File: config.mk
export PLATFORM = sky130hd
export DESIGN_NAME = marquee_observer_flat
export DESIGN_NICKNAME = d
export VERILOG_FILES = /design/src/rtl/marquee_pkg.sv /design/src/rtl/marquee_observer_if.sv /design/src/rtl/marquee_dwell_timer.sv /design/src/rtl/marquee_observer.sv /design/src/flat_wrapper.sv
export SDC_FILE = /design/constraint.sdc
export NUM_CORES = 1
export LEC_CHECK = 0
export ABC_AREA = 0
export CAP_MARGIN = 15
export CORE_UTILIZATION = 55
export CTS_CLUSTER_SIZE = 16
export DETAILED_ROUTE_END_ITERATION = 16
export PLACE_DENSITY = 0.85
export SYNTH_ARGS = -nofsm -noshare
export SYNTH_HDL_FRONTEND = slang
export SYNTH_SLANG_ARGS = --single-unit
export TNS_END_PERCENT = 30
File: constraint.sdc
create_clock -name clk -period 4.33 [get_ports clk]
set_input_delay 1.0825 -clock clk [delete_from_list [all_inputs] [get_ports clk]]
set_output_delay 1.0825 -clock clk [all_outputs]
set_load 0.02 [all_outputs]
File: src/rtl/marquee_pkg.sv
// ---------------------------------------------------------------------------
// marquee_pkg : shared marquee speed/error codes, observer states, period math
// Rev 1.0
// ---------------------------------------------------------------------------
`default_nettype none

package marquee_pkg;

  typedef enum logic [1:0] {
    SPEED_2S   = 2'b00,
    SPEED_1S   = 2'b01,
    SPEED_HALF = 2'b10,
    SPEED_QTR  = 2'b11
  } speed_e;

  typedef enum logic [1:0] {
    ERR_NONE         = 2'b00,
    ERR_NOT_ONEHOT   = 2'b01,
    ERR_ILLEGAL_MOVE = 2'b10,
    ERR_STALL        = 2'b11
  } err_e;

  typedef enum logic [1:0] {
    ST_IDLE    = 2'b00,
    ST_ACQUIRE = 2'b01,
    ST_TRACK   = 2'b10
  } obs_state_e;

  // Mode k steps every (2 s >> k): 2*CLK_FREQ, CLK_FREQ, CLK_FREQ/2, CLK_FREQ/4.
  function automatic longint unsigned nominal_period(input longint unsigned clk_freq,
                                                     input logic [1:0]      mode);
    return (clk_freq << 1) >> mode;
  endfunction

  function automatic logic [1:0] onehot_to_idx(input logic [3:0] v);
    logic [1:0] idx;
    idx = 2'd0;
    for (int i = 0; i < 4; i++) begin
      if (v[i]) idx = 2'(i);
    end
    return idx;
  endfunction

endpackage

`default_nettype wire

File: src/rtl/marquee_observer_if.sv
// ---------------------------------------------------------------------------
// marquee_observer_if : marquee LED bus plus observer decode/status outputs
// Rev 1.0
// ---------------------------------------------------------------------------
`default_nettype none

interface marquee_observer_if;
  logic [3:0] led_in;
  logic [1:0] pos;
  logic       pos_valid;
  logic       dir_up;
  logic       step;
  logic [1:0] speed_code;
  logic       speed_valid;
  logic       err;
  logic [1:0] err_code;
  logic [7:0] err_count;

  // master = marquee/LED driver side, slave = observer
  modport master (
    output led_in,
    input  pos, pos_valid, dir_up, step, speed_code, speed_valid,
           err, err_code, err_count
  );

  modport slave (
    input  led_in,
    output pos, pos_valid, dir_up, step, speed_code, speed_valid,
           err, err_code, err_count
  );
endinterface

`default_nettype wire

File: src/rtl/marquee_dwell_timer.sv
// ---------------------------------------------------------------------------
// marquee_dwell_timer : saturating dwell counter, speed-mode match, stall flag
// Rev 1.0
// ---------------------------------------------------------------------------
`default_nettype none

module marquee_dwell_timer
  import marquee_pkg::*;
#(
  parameter int unsigned CLK_FREQ  = 125000000,
  parameter int unsigned TOL_SHIFT = 3,
  parameter int unsigned CNT_W     = 29
) (
  input  logic       clk,
  input  logic       rst,
  input  logic       i_change,
  output logic       o_match,
  output logic [1:0] o_mode,
  output logic       o_stall
);

  localparam longint unsigned  c_P0        = nominal_period(64'(CLK_FREQ), SPEED_2S);
  localparam logic [CNT_W-1:0] c_STALL_LIM = CNT_W'(c_P0 + (c_P0 >> TOL_SHIFT));
  localparam logic [CNT_W-1:0] c_CNT_MAX   = {CNT_W{1'b1}};

  logic [CNT_W-1:0] r_cnt;

  function automatic logic [CNT_W-1:0] lo_bound(input logic [1:0] mode);
    longint unsigned p;
    p = nominal_period(64'(CLK_FREQ), mode);
    return CNT_W'(p - (p >> TOL_SHIFT));
  endfunction

  function automatic logic [CNT_W-1:0] hi_bound(input logic [1:0] mode);
    longint unsigned p;
    p = nominal_period(64'(CLK_FREQ), mode);
    return CNT_W'(p + (p >> TOL_SHIFT));
  endfunction

  // A count of N on a change cycle means the previous pattern was held N cycles.
  always_ff @(posedge clk or posedge rst) begin
    if (rst) begin
      r_cnt <= '0;
    end else if (i_change) begin
      r_cnt <= CNT_W'(1);
    end else if (r_cnt != c_CNT_MAX) begin
      r_cnt <= r_cnt + CNT_W'(1);
    end
  end

  always_comb begin
    o_match = 1'b0;
    o_mode  = 2'b00;
    for (int k = 0; k < 4; k++) begin
      if ((r_cnt >= lo_bound(2'(k))) && (r_cnt <= hi_bound(2'(k)))) begin
        o_match = 1'b1;
        o_mode  = 2'(k);
      end
    end
  end

  assign o_stall = (r_cnt > c_STALL_LIM);

endmodule

`default_nettype wire

File: src/rtl/marquee_observer.sv
// ---------------------------------------------------------------------------
// marquee_observer : passive bounce-marquee LED monitor / speed classifier
// Optional: MARQUEE_OBS_ERRCNT_EN enables the saturating err_count.  Rev 1.0
// ---------------------------------------------------------------------------
`default_nettype none

module marquee_observer
  import marquee_pkg::*;
#(
  parameter int unsigned CLK_FREQ  = 125000000,
  parameter int unsigned TOL_SHIFT = 3,
  parameter int unsigned CNT_W     = 29
) (
  input  logic                clk,
  input  logic                rst,
  marquee_observer_if.slave   bus
);

  obs_state_e r_state, w_state_nxt;
  logic [3:0] r_led_q, r_led_prev;
  logic       r_noh_prev;
  logic [1:0] r_pos, w_pos_nxt;
  logic       r_pos_valid, w_pos_valid_nxt;
  logic       r_dir_up, w_dir_up_nxt;
  logic       r_dir_known, w_dir_known_nxt;
  logic       r_step, w_step_nxt;
  logic [1:0] r_speed_code, w_speed_code_nxt;
  logic       r_speed_valid, w_speed_valid_nxt;
  logic       r_err, w_err_nxt;
  logic [1:0] r_err_code, w_err_code_nxt;

  logic       w_onehot, w_change, w_up, w_adjacent, w_reversal, w_legal;
  logic [1:0] w_idx;
  logic       w_match, w_stall;
  logic [1:0] w_mode;

  assign w_onehot   = $onehot(r_led_q);
  assign w_change   = (r_led_q != r_led_prev);
  assign w_idx      = onehot_to_idx(r_led_q);
  assign w_up       = (w_idx > r_pos);
  assign w_adjacent = ({1'b0, w_idx} == ({1'b0, r_pos} + 3'd1)) ||
                      ({1'b0, r_pos} == ({1'b0, w_idx} + 3'd1));
  // Direction is only trusted after a legal move; ends always force the turn.
  assign w_reversal = r_dir_known && ((r_pos == 2'd1) || (r_pos == 2'd2)) &&
                      (w_up != r_dir_up);
  assign w_legal    = w_adjacent && !w_reversal;

  marquee_dwell_timer #(
    .CLK_FREQ  (CLK_FREQ),
    .TOL_SHIFT (TOL_SHIFT),
    .CNT_W     (CNT_W)
  ) u_dwell (
    .clk      (clk),
    .rst      (rst),
    .i_change (w_change),
    .o_match  (w_match),
    .o_mode   (w_mode),
    .o_stall  (w_stall)
  );

  always_ff @(posedge clk or posedge rst) begin
    if (rst) begin
      r_state       <= ST_IDLE;
      r_led_q       <= 4'b0000;
      r_led_prev    <= 4'b0000;
      r_noh_prev    <= 1'b1;  // the reset-time 0000 bus is not a fresh violation
      r_pos         <= 2'd0;
      r_pos_valid   <= 1'b0;
      r_dir_up      <= 1'b0;
      r_dir_known   <= 1'b0;
      r_step        <= 1'b0;
      r_speed_code  <= 2'b00;
      r_speed_valid <= 1'b0;
      r_err         <= 1'b0;
      r_err_code    <= 2'b00;
    end else begin
      r_state       <= w_state_nxt;
      r_led_q       <= bus.led_in;
      r_led_prev    <= r_led_q;
      r_noh_prev    <= !w_onehot;
      r_pos         <= w_pos_nxt;
      r_pos_valid   <= w_pos_valid_nxt;
      r_dir_up      <= w_dir_up_nxt;
      r_dir_known   <= w_dir_known_nxt;
      r_step        <= w_step_nxt;
      r_speed_code  <= w_speed_code_nxt;
      r_speed_valid <= w_speed_valid_nxt;
      r_err         <= w_err_nxt;
      r_err_code    <= w_err_code_nxt;
    end
  end

  always_comb begin
    w_state_nxt       = r_state;
    w_pos_nxt         = r_pos;
    w_pos_valid_nxt   = r_pos_valid;
    w_dir_up_nxt      = r_dir_up;
    w_dir_known_nxt   = r_dir_known;
    w_step_nxt        = 1'b0;
    w_speed_code_nxt  = r_speed_code;
    w_speed_valid_nxt = r_speed_valid;
    w_err_nxt         = 1'b0;
    w_err_code_nxt    = r_err_code;

    if (!w_onehot) begin
      if (!r_noh_prev) begin
        w_err_nxt      = 1'b1;
        w_err_code_nxt = ERR_NOT_ONEHOT;
      end
      w_pos_valid_nxt   = 1'b0;
      w_speed_valid_nxt = 1'b0;
      w_dir_known_nxt   = 1'b0;
      w_state_nxt       = ST_IDLE;
    end else begin
      case (r_state)
        ST_IDLE: begin
          w_pos_nxt       = w_idx;
          w_pos_valid_nxt = 1'b1;
          w_state_nxt     = ST_ACQUIRE;
        end
        ST_ACQUIRE, ST_TRACK: begin
          if (w_change) begin
            w_pos_nxt = w_idx;
            if (w_legal) begin
              w_step_nxt      = 1'b1;
              w_dir_up_nxt    = w_up;
              w_dir_known_nxt = 1'b1;
              w_state_nxt     = ST_TRACK;
              // The first dwell after acquisition is partial and never classified.
              if (r_state == ST_TRACK) begin
                w_speed_valid_nxt = w_match;
                if (w_match) w_speed_code_nxt = w_mode;
              end
            end else begin
              w_err_nxt         = 1'b1;
              w_err_code_nxt    = ERR_ILLEGAL_MOVE;
              w_speed_valid_nxt = 1'b0;
              w_dir_known_nxt   = 1'b0;
              w_state_nxt       = ST_ACQUIRE;
            end
          end else if ((r_state == ST_TRACK) && w_stall) begin
            w_err_nxt         = 1'b1;
            w_err_code_nxt    = ERR_STALL;
            w_speed_valid_nxt = 1'b0;
            w_state_nxt       = ST_ACQUIRE;
          end
        end
        default: begin
          w_pos_valid_nxt   = 1'b0;
          w_speed_valid_nxt = 1'b0;
          w_state_nxt       = ST_IDLE;
        end
      endcase
    end
  end

`ifdef MARQUEE_OBS_ERRCNT_EN
  logic [7:0] r_err_count;

  always_ff @(posedge clk or posedge rst) begin
    if (rst) begin
      r_err_count <= 8'd0;
    end else if (w_err_nxt && (r_err_count != 8'hFF)) begin
      r_err_count <= r_err_count + 8'd1;
    end
  end

  assign bus.err_count = r_err_count;
`else
  assign bus.err_count = 8'd0;
`endif

  assign bus.pos         = r_pos;
  assign bus.pos_valid   = r_pos_valid;
  assign bus.dir_up      = r_dir_up;
  assign bus.step        = r_step;
  assign bus.speed_code  = r_speed_code;
  assign bus.speed_valid = r_speed_valid;
  assign bus.err         = r_err;
  assign bus.err_code    = r_err_code;

endmodule

`default_nettype wire

File: src/flat_wrapper.sv
// flat-port wrapper written by rule: the top's interface ports become plain ports
module marquee_observer_flat import marquee_pkg::*;
#(
  parameter int unsigned CLK_FREQ  = 125000000,
  parameter int unsigned TOL_SHIFT = 3,
  parameter int unsigned CNT_W     = 29
)
  (clk, rst, bus_led_in, bus_pos, bus_pos_valid, bus_dir_up, bus_step, bus_speed_code, bus_speed_valid, bus_err, bus_err_code, bus_err_count);
  marquee_observer_if bus_i ();
  input  logic clk;
  input  logic rst;
  input wire logic [$bits(bus_i.led_in)-1:0] bus_led_in;
  output wire logic [$bits(bus_i.pos)-1:0] bus_pos;
  output wire logic [$bits(bus_i.pos_valid)-1:0] bus_pos_valid;
  output wire logic [$bits(bus_i.dir_up)-1:0] bus_dir_up;
  output wire logic [$bits(bus_i.step)-1:0] bus_step;
  output wire logic [$bits(bus_i.speed_code)-1:0] bus_speed_code;
  output wire logic [$bits(bus_i.speed_valid)-1:0] bus_speed_valid;
  output wire logic [$bits(bus_i.err)-1:0] bus_err;
  output wire logic [$bits(bus_i.err_code)-1:0] bus_err_code;
  output wire logic [$bits(bus_i.err_count)-1:0] bus_err_count;
  assign bus_i.led_in = bus_led_in;
  assign bus_pos = bus_i.pos;
  assign bus_pos_valid = bus_i.pos_valid;
  assign bus_dir_up = bus_i.dir_up;
  assign bus_step = bus_i.step;
  assign bus_speed_code = bus_i.speed_code;
  assign bus_speed_valid = bus_i.speed_valid;
  assign bus_err = bus_i.err;
  assign bus_err_code = bus_i.err_code;
  assign bus_err_count = bus_i.err_count;
  marquee_observer #(.CLK_FREQ(CLK_FREQ), .TOL_SHIFT(TOL_SHIFT), .CNT_W(CNT_W)) u_core (.clk(clk), .rst(rst), .bus(bus_i));
endmodule
==> impl_metrics.csv, run 1 <==
group,metric,value,unit
run_status,status,"finished, final reports clean",
floorplanning,start_util,56.8,%
placement,hpwl,5840,um
finish,final_area,3760,um^2
hold_path,hold_path.class,"register to register",
critical_path,r2r_slack,1180,ps
placement,gp_congestion,0.933,
placement,place_ws,1270,ps
clock_network,cts.hold.buffers_added,0,
drt,totalWireLength,8130,um
timing,slew_violations,0,
synth,synth_edf_count,0,
drt,final_antenna_net_count,0,
critical_path,start_kind,"register",
global_routing,grt_max_degree,53,
finish,syn_to_final_growth,4.16,%
timing,skew,5.15,ps
timing,whs,438,ps
clock_network,path_clk_slew,100,ps
timing,hold_viol,0,
clock_network,cts_sinks,52,
floorplanning,rows,29,
critical_path,cp_max_fo,12,
timing,max_freq,318,MHz
floorplanning,fp.dieW,83.0,um
critical_path,path_class,"register to register",
timing,setup-tns-final,0,ps
finish,drive_gt1_share,6.57,%
critical_path,cpPeakStageDelay,520,ps
synth,synthArstFlopShare,100,%
timing,fin_crit,3150,ps
timing,setup_viol,0,
finish,num_antenna_cells,0,
clock_network,post_cts_buffers,0,
pwr,ir_drop,0.000284,V
critical_path,worstSetupEndpointType,"register",
placement,placed_area,3650,um^2
critical_path,worst_ep_required_time,4540,ps
synth,synth-seq-cells,52,
floorplanning,dieArea,6890,um^2
synth,ys_types,69,
clock_network,cts_root_buffer,"clkbuf_8",
clock_network,post_cts_resized,0,
placement,port_buffers,16,
timing,rsz0062_at_grt,"false",
pwr,powerDensity,303,nW/um^2
critical_path,arrival,3350,ps
critical_path,cp_cell_sequence,"or2_1 -> or4_1 -> or3_1 -> o41ai_1 -> a21oi_1 -> or4_4 -> a22o_1",
pwr,p_leak,1.51,nW
synth,synth_area_leaders,"dfrtp_1 35%, ha_1 4.9%, nor2_1 4.3%",
timing,period_share,72.7,%
drt,vias,3093,
drt,routed_via_density,6.34,
critical_path,cp_slowest_cell,"dfrtp_1",
synth,ys_dominant_reg_cell,"dfrtp_1",
synth,yosysSeqAreaShare,36.1,%
finish,nets,431,
global_routing,grt_pass1_vias,2824,
floorplanning,die_y,83.0,um
synth,avgSynthCellArea,8.66,um^2
finish,postLayoutCoreUtil,59.2,%
clock_network,cts_made_buffers,5,
global_routing,grtUsageTotal,24.7,%
drt,dr.pass1.iters,5,
timing,worst_slew_pin_slew,621,ps
synth,synth_area_leader_cell,"dfrtp_1",
synth,syn_area,3610,um^2
drt,drc_errors,0,
floorplanning,io_pins,25,
drt,routedWlPerCell,16.7,um
timing,slew_headroom,58.1,%
drt,drt_iter0_markers,376,
synth,netlist.area_leader.share,35.4,%
clock_network,htree_num_levels,2,
floorplanning,core_area,6350,um^2
timing,fin_ws,1180,ps
global_routing,grt_overflow,0,
global_routing,antenna_found_initial,0,
clock_network,cts_tree,"built",
synth,yosys_warnings,0,
synth,synthCells,417,
global_routing,grt_pass1_wl,13900,um
clock_network,clk_latency,310,ps
flow_run,cap_violations,0,
clock_network,clk_path_buf_depth,2,
==> final timing paths <==
check | from | cells after the start | end
max | u_core.u_dwell.r_cnt[25] | 7 | u_core.bus.speed_valid
min reg2reg | u_core.r_led_q[0] | 0 | u_core.r_led_prev[0]
max in group asynchronous | rst | 3 | u_core.r_noh_prev
max reg2reg | u_core.u_dwell.r_cnt[25] | 7 | u_core.bus.speed_valid
min | u_core.r_led_q[0] | 0 | u_core.r_led_prev[0]
min in group asynchronous | rst | 2 | u_core.u_dwell.r_cnt[13]
==> cells in the final DEF (no fill, tap or decap), types with 9 or more instances in the layout <==
| cell type | n |
|---|---|
| nor4_1 | 11 |
| nand4_1 | 9 |
| dfrtp_1 | 51 |
| nor3_1 | 14 |
| nand3_1 | 16 |
| inv_1 | 15 |
| xnor2_1 | 15 |
| nor2_1 | 41 |
| clkdlybuf4s50_1 | 16 |
| a21oi_1 | 17 |
| ha_1 | 14 |
| xor2_1 | 13 |
| o21ai_0 | 18 |
| nand2_1 | 36 |
==> area by class of cell <==
| type | count | area, um^2 |
|---|---|---|
| inverter | 16 | 60.1 |
| timing repair buffer | 19 | 195 |
| clock buffer | 5 | 68.8 |
| tap | 77 | 96.3 |
| fill | 541 | 2590 |
| sequential | 52 | 1300 |
| clock inverter | 3 | 22.5 |
| multi-input combinational | 316 | 2010 |
==> stage by stage <==
stage / cells / power [mW]
final: 488 / 1.14
after global routing: 488 / 1.21
after CTS: 487 / 1.15
after detailed placement: 479 / 0.864
after global placement: 479 / 0.847
after floorplan: 424 / 0.765
==> cell families after synthesis <==
family          after synthesis  share of synthesized area (%)
simple gates                184                           27.3
other cells                   1                          0.104
compound gates               79                           14.9
buf+inv                      56                           8.84
xor+xnor                     28                           6.79
fa+ha+maj                    15                           5.41
mux                           2                          0.589
flops                        52                           36.1
==> Yosys cell counts (8+ instances only) <==
cell type  instances
nor3_1            14
buf_4             12
nand3_1           16
a21oi_1           17
nand2_1           36
xnor2_1           15
inv_1             16
and3_1             8
or3_1              8
nand4_1            9
nor2_1            41
o21ai_0           18
ha_1              14
clkbuf_1          20
nor4_1            11
dfrtp_1           51
xor2_1            13
==> report_power, final <==
part	switching (mW)	internal (mW)	leakage, nW
Clock	0.170	0.116	0.0485
Combinational	0.164	0.130	0.778
Sequential	0.0332	0.525	0.684
==> sequential cells by signal, indices dropped and copies added (netlist names) <==
register                flops
u_core.bus.speed_valid      1
u_core.bus.dir_up           1
u_core.r_dir_known          1
u_core.bus.pos_valid        1
u_core.bus.err              1
u_core.r_led_prev           4
u_core.bus.pos              2
u_core.bus.err_code         2
u_core.bus.speed_code       2
u_core.u_dwell.r_cnt       29
u_core.bus.step             1
u_core.r_led_q              4
u_core.r_state              2
u_core.r_noh_prev           1
==> per-layer routing <==
| layer | wire length, um | track usage [%] |
|---|---|---|
| met5 | 0 | 0 |
| met4 | 130 | 7.21 |
| met3 | 620 | 4.08 |
| met2 | 3820 | 37.8 |
| met1 | 3550 | 36.0 |
==> worst max-delay path, delay by kind of cell (launching register included) <==
kind / cells / cell delay [ps]
AOI/OAI and AO/OA: 3 / 930
and+or+nand+nor: 4 / 1600
DFF: 1 / 520
(Power assumes the default switching activity.)
==> run 2, diff against run 1 <==
==> constraint.sdc (replaced) <==
create_clock -name clk -period 3.1 [get_ports clk]
set_input_delay 0.775 -clock clk [delete_from_list [all_inputs] [get_ports clk]]
set_output_delay 0.775 -clock clk [all_outputs]
set_load 0.02 [all_outputs]
==> impl_metrics.csv, run 2 (same netlist as run 1, synthesis figures left out) <==
group,metric,value,unit
drt,drt-met1-wl,3880,um
critical_path,cp_max_fo,7,
floorplanning,die_y,83.0,um
drt,drt_iter0_markers,303,
timing,hold_viol,0,
drt,dr.pass1.iters,5,
clock_network,cts.hold.buffers_added,0,
finish,nets,449,
global_routing,grt_pass1_vias,2912,
placement,gp_congestion,1.02,
global_routing,grt_max_degree,29,
global_routing,grt_pass1_wl,14100,um
floorplanning,rows,29,
critical_path,path_class,"register to register",
timing,fin_crit,3000,ps
drt,drc_errors,0,
placement,place_ws,153,ps
timing,skew,7.63,ps
global_routing,antenna_found_initial,0,
timing,fin_ws,100,ps
flow_run,cap_violations,0,
floorplanning,dieArea,6890,um^2
pwr,ir_drop,0.000377,V
run_status,status,"finished, final reports clean",
floorplanning,core_area,6350,um^2
clock_network,post_cts_resized,0,
clock_network,cts_sinks,52,
clock_network,clk_latency,300,ps
drt,vias,3160,
floorplanning,fp.dieW,83.0,um
floorplanning,io_pins,25,
clock_network,post_cts_buffers,0,
clock_network,clk_path_buf_depth,2,
clock_network,path_clk_slew,90,ps
timing,rsz0062_at_grt,"false",
finish,fin_cells,506,
timing,slew_violations,0,
finish,top_register,"u_core.u_dwell.r_cnt",
timing,max_freq,333,MHz
critical_path,worst_ep_required_time,3290,ps
timing,period_share,96.8,%
drt,routed_via_density,6.25,
pwr,p_leak,1.61,nW
placement,dp_cells,498,
critical_path,start_kind,"register",
finish,reg_top3,"u_core.u_dwell.r_cnt: 29 flops, u_core.r_led_prev: 4 flops, u_core.r_led_q: 4 flops",
drt,totalWireLength,8520,um
drt,final_antenna_net_count,0,
clock_network,cts_root_buffer,"clkbuf_8",
timing,setup_viol,0,
pwr,powerDensity,427,nW/um^2
placement,port_buffers,16,
timing,setup-tns-final,0,ps
timing,slew_headroom,51.8,%
floorplanning,start_util,56.8,%
critical_path,worstSetupEndpointType,"register",
clock_network,cts_made_buffers,5,
timing,worst_slew_pin_slew,721,ps
critical_path,arrival,3190,ps
finish,mostFrequentLayoutCells,"51 x dfrtp_1, 41 x nor2_1, 36 x nand2_1, 20 x buf_4, 18 x o21ai_0",
finish,final_common_cell,"dfrtp_1",
finish,num_antenna_cells,0,
drt,routedWlPerCell,16.8,um
finish,drive_gt1_share,10.3,%
drt,wl_met2,3950,um
finish,syn_to_final_growth,8.46,%
global_routing,grtUsageTotal,25.1,%
global_routing,grt_overflow,0,
pwr,finalPower,1.67,mW
clock_network,cts_tree,"built",
finish,largest_reg_flops,29,
hold_path,hold_path.class,"register to register",
drt,dr_wl_met3,547,um
clock_network,htree_num_levels,2,
placement,hpwl,6290,um
drt,top_layer_used,"met4",
run 2: changes by cell type in the layout (fill, tap and decap cells not counted), sizes merged:
cell	change
bufinv	+1
buf	+18
clkinv	-2
clkbuf	+1
run 2: path summary, 6_finish.rpt:
path,endpoint,startpoint,slack [ps],depth (start not counted)
max,u_core.r_state[0],u_core.u_dwell.r_cnt[24],100,6
min,u_core.r_led_prev[0],u_core.r_led_q[0],440,0
max reg2reg,u_core.r_state[0],u_core.u_dwell.r_cnt[24],100,6
min reg2reg,u_core.r_led_prev[0],u_core.r_led_q[0],440,0
max in group asynchronous,u_core.u_dwell.r_cnt[23],rst,1740,3
min in group asynchronous,u_core.r_led_prev[0],rst,830,2
run 2: layout make-up:
| cell class | count | area (um^2) |
|---|---|---|
| fillers | 536 | 2430 |
| multi-input cells | 316 | 2010 |
| flip-flops and latches | 52 | 1300 |
| repair buffers | 37 | 330 |
| well taps | 77 | 96.3 |
| clock buffers | 6 | 72.6 |
| inverters | 16 | 60.1 |
| clock inverters | 2 | 38.8 |
run 2: per-stage QoR:
stage          hold slack [ps]  instance area (um^2)  util [%]
3_5_place_dp               425                  3800      59.9
2_1_floorplan              399                  3640         -
4_1_cts                    446                  3920      61.7
3_3_place_gp               415                  3800      59.9
6_report                   442                  3920      61.7
5_1_grt                    452                  3920      61.7
run 2: worst max-delay path, stage by stage, from the launching register on:
cell and delay (ps):
dfrtp_1 450, or2_1 260, or4_1 520, or3_1 380, or4_1 540, a311o_1 430
mux2_1 320
run 2: where the power goes:
part | internal, mW | switching (mW) | total (mW)
clock | 0.244 | 0.226 | 0.470
sequential | 0.734 | 0.0449 | 0.779
combinational | 0.190 | 0.232 | 0.423
run 2: routing by layer:
| metal | track usage [%] | vias up |
|---|---|---|
| met1 | 35.4 | 1505 |
| met2 | 39.7 | 133 |
| met5 | 0 | - |
| met3 | 4.37 | 15 |
| li1 | - | 1507 |
| met4 | 7.21 | 0 |
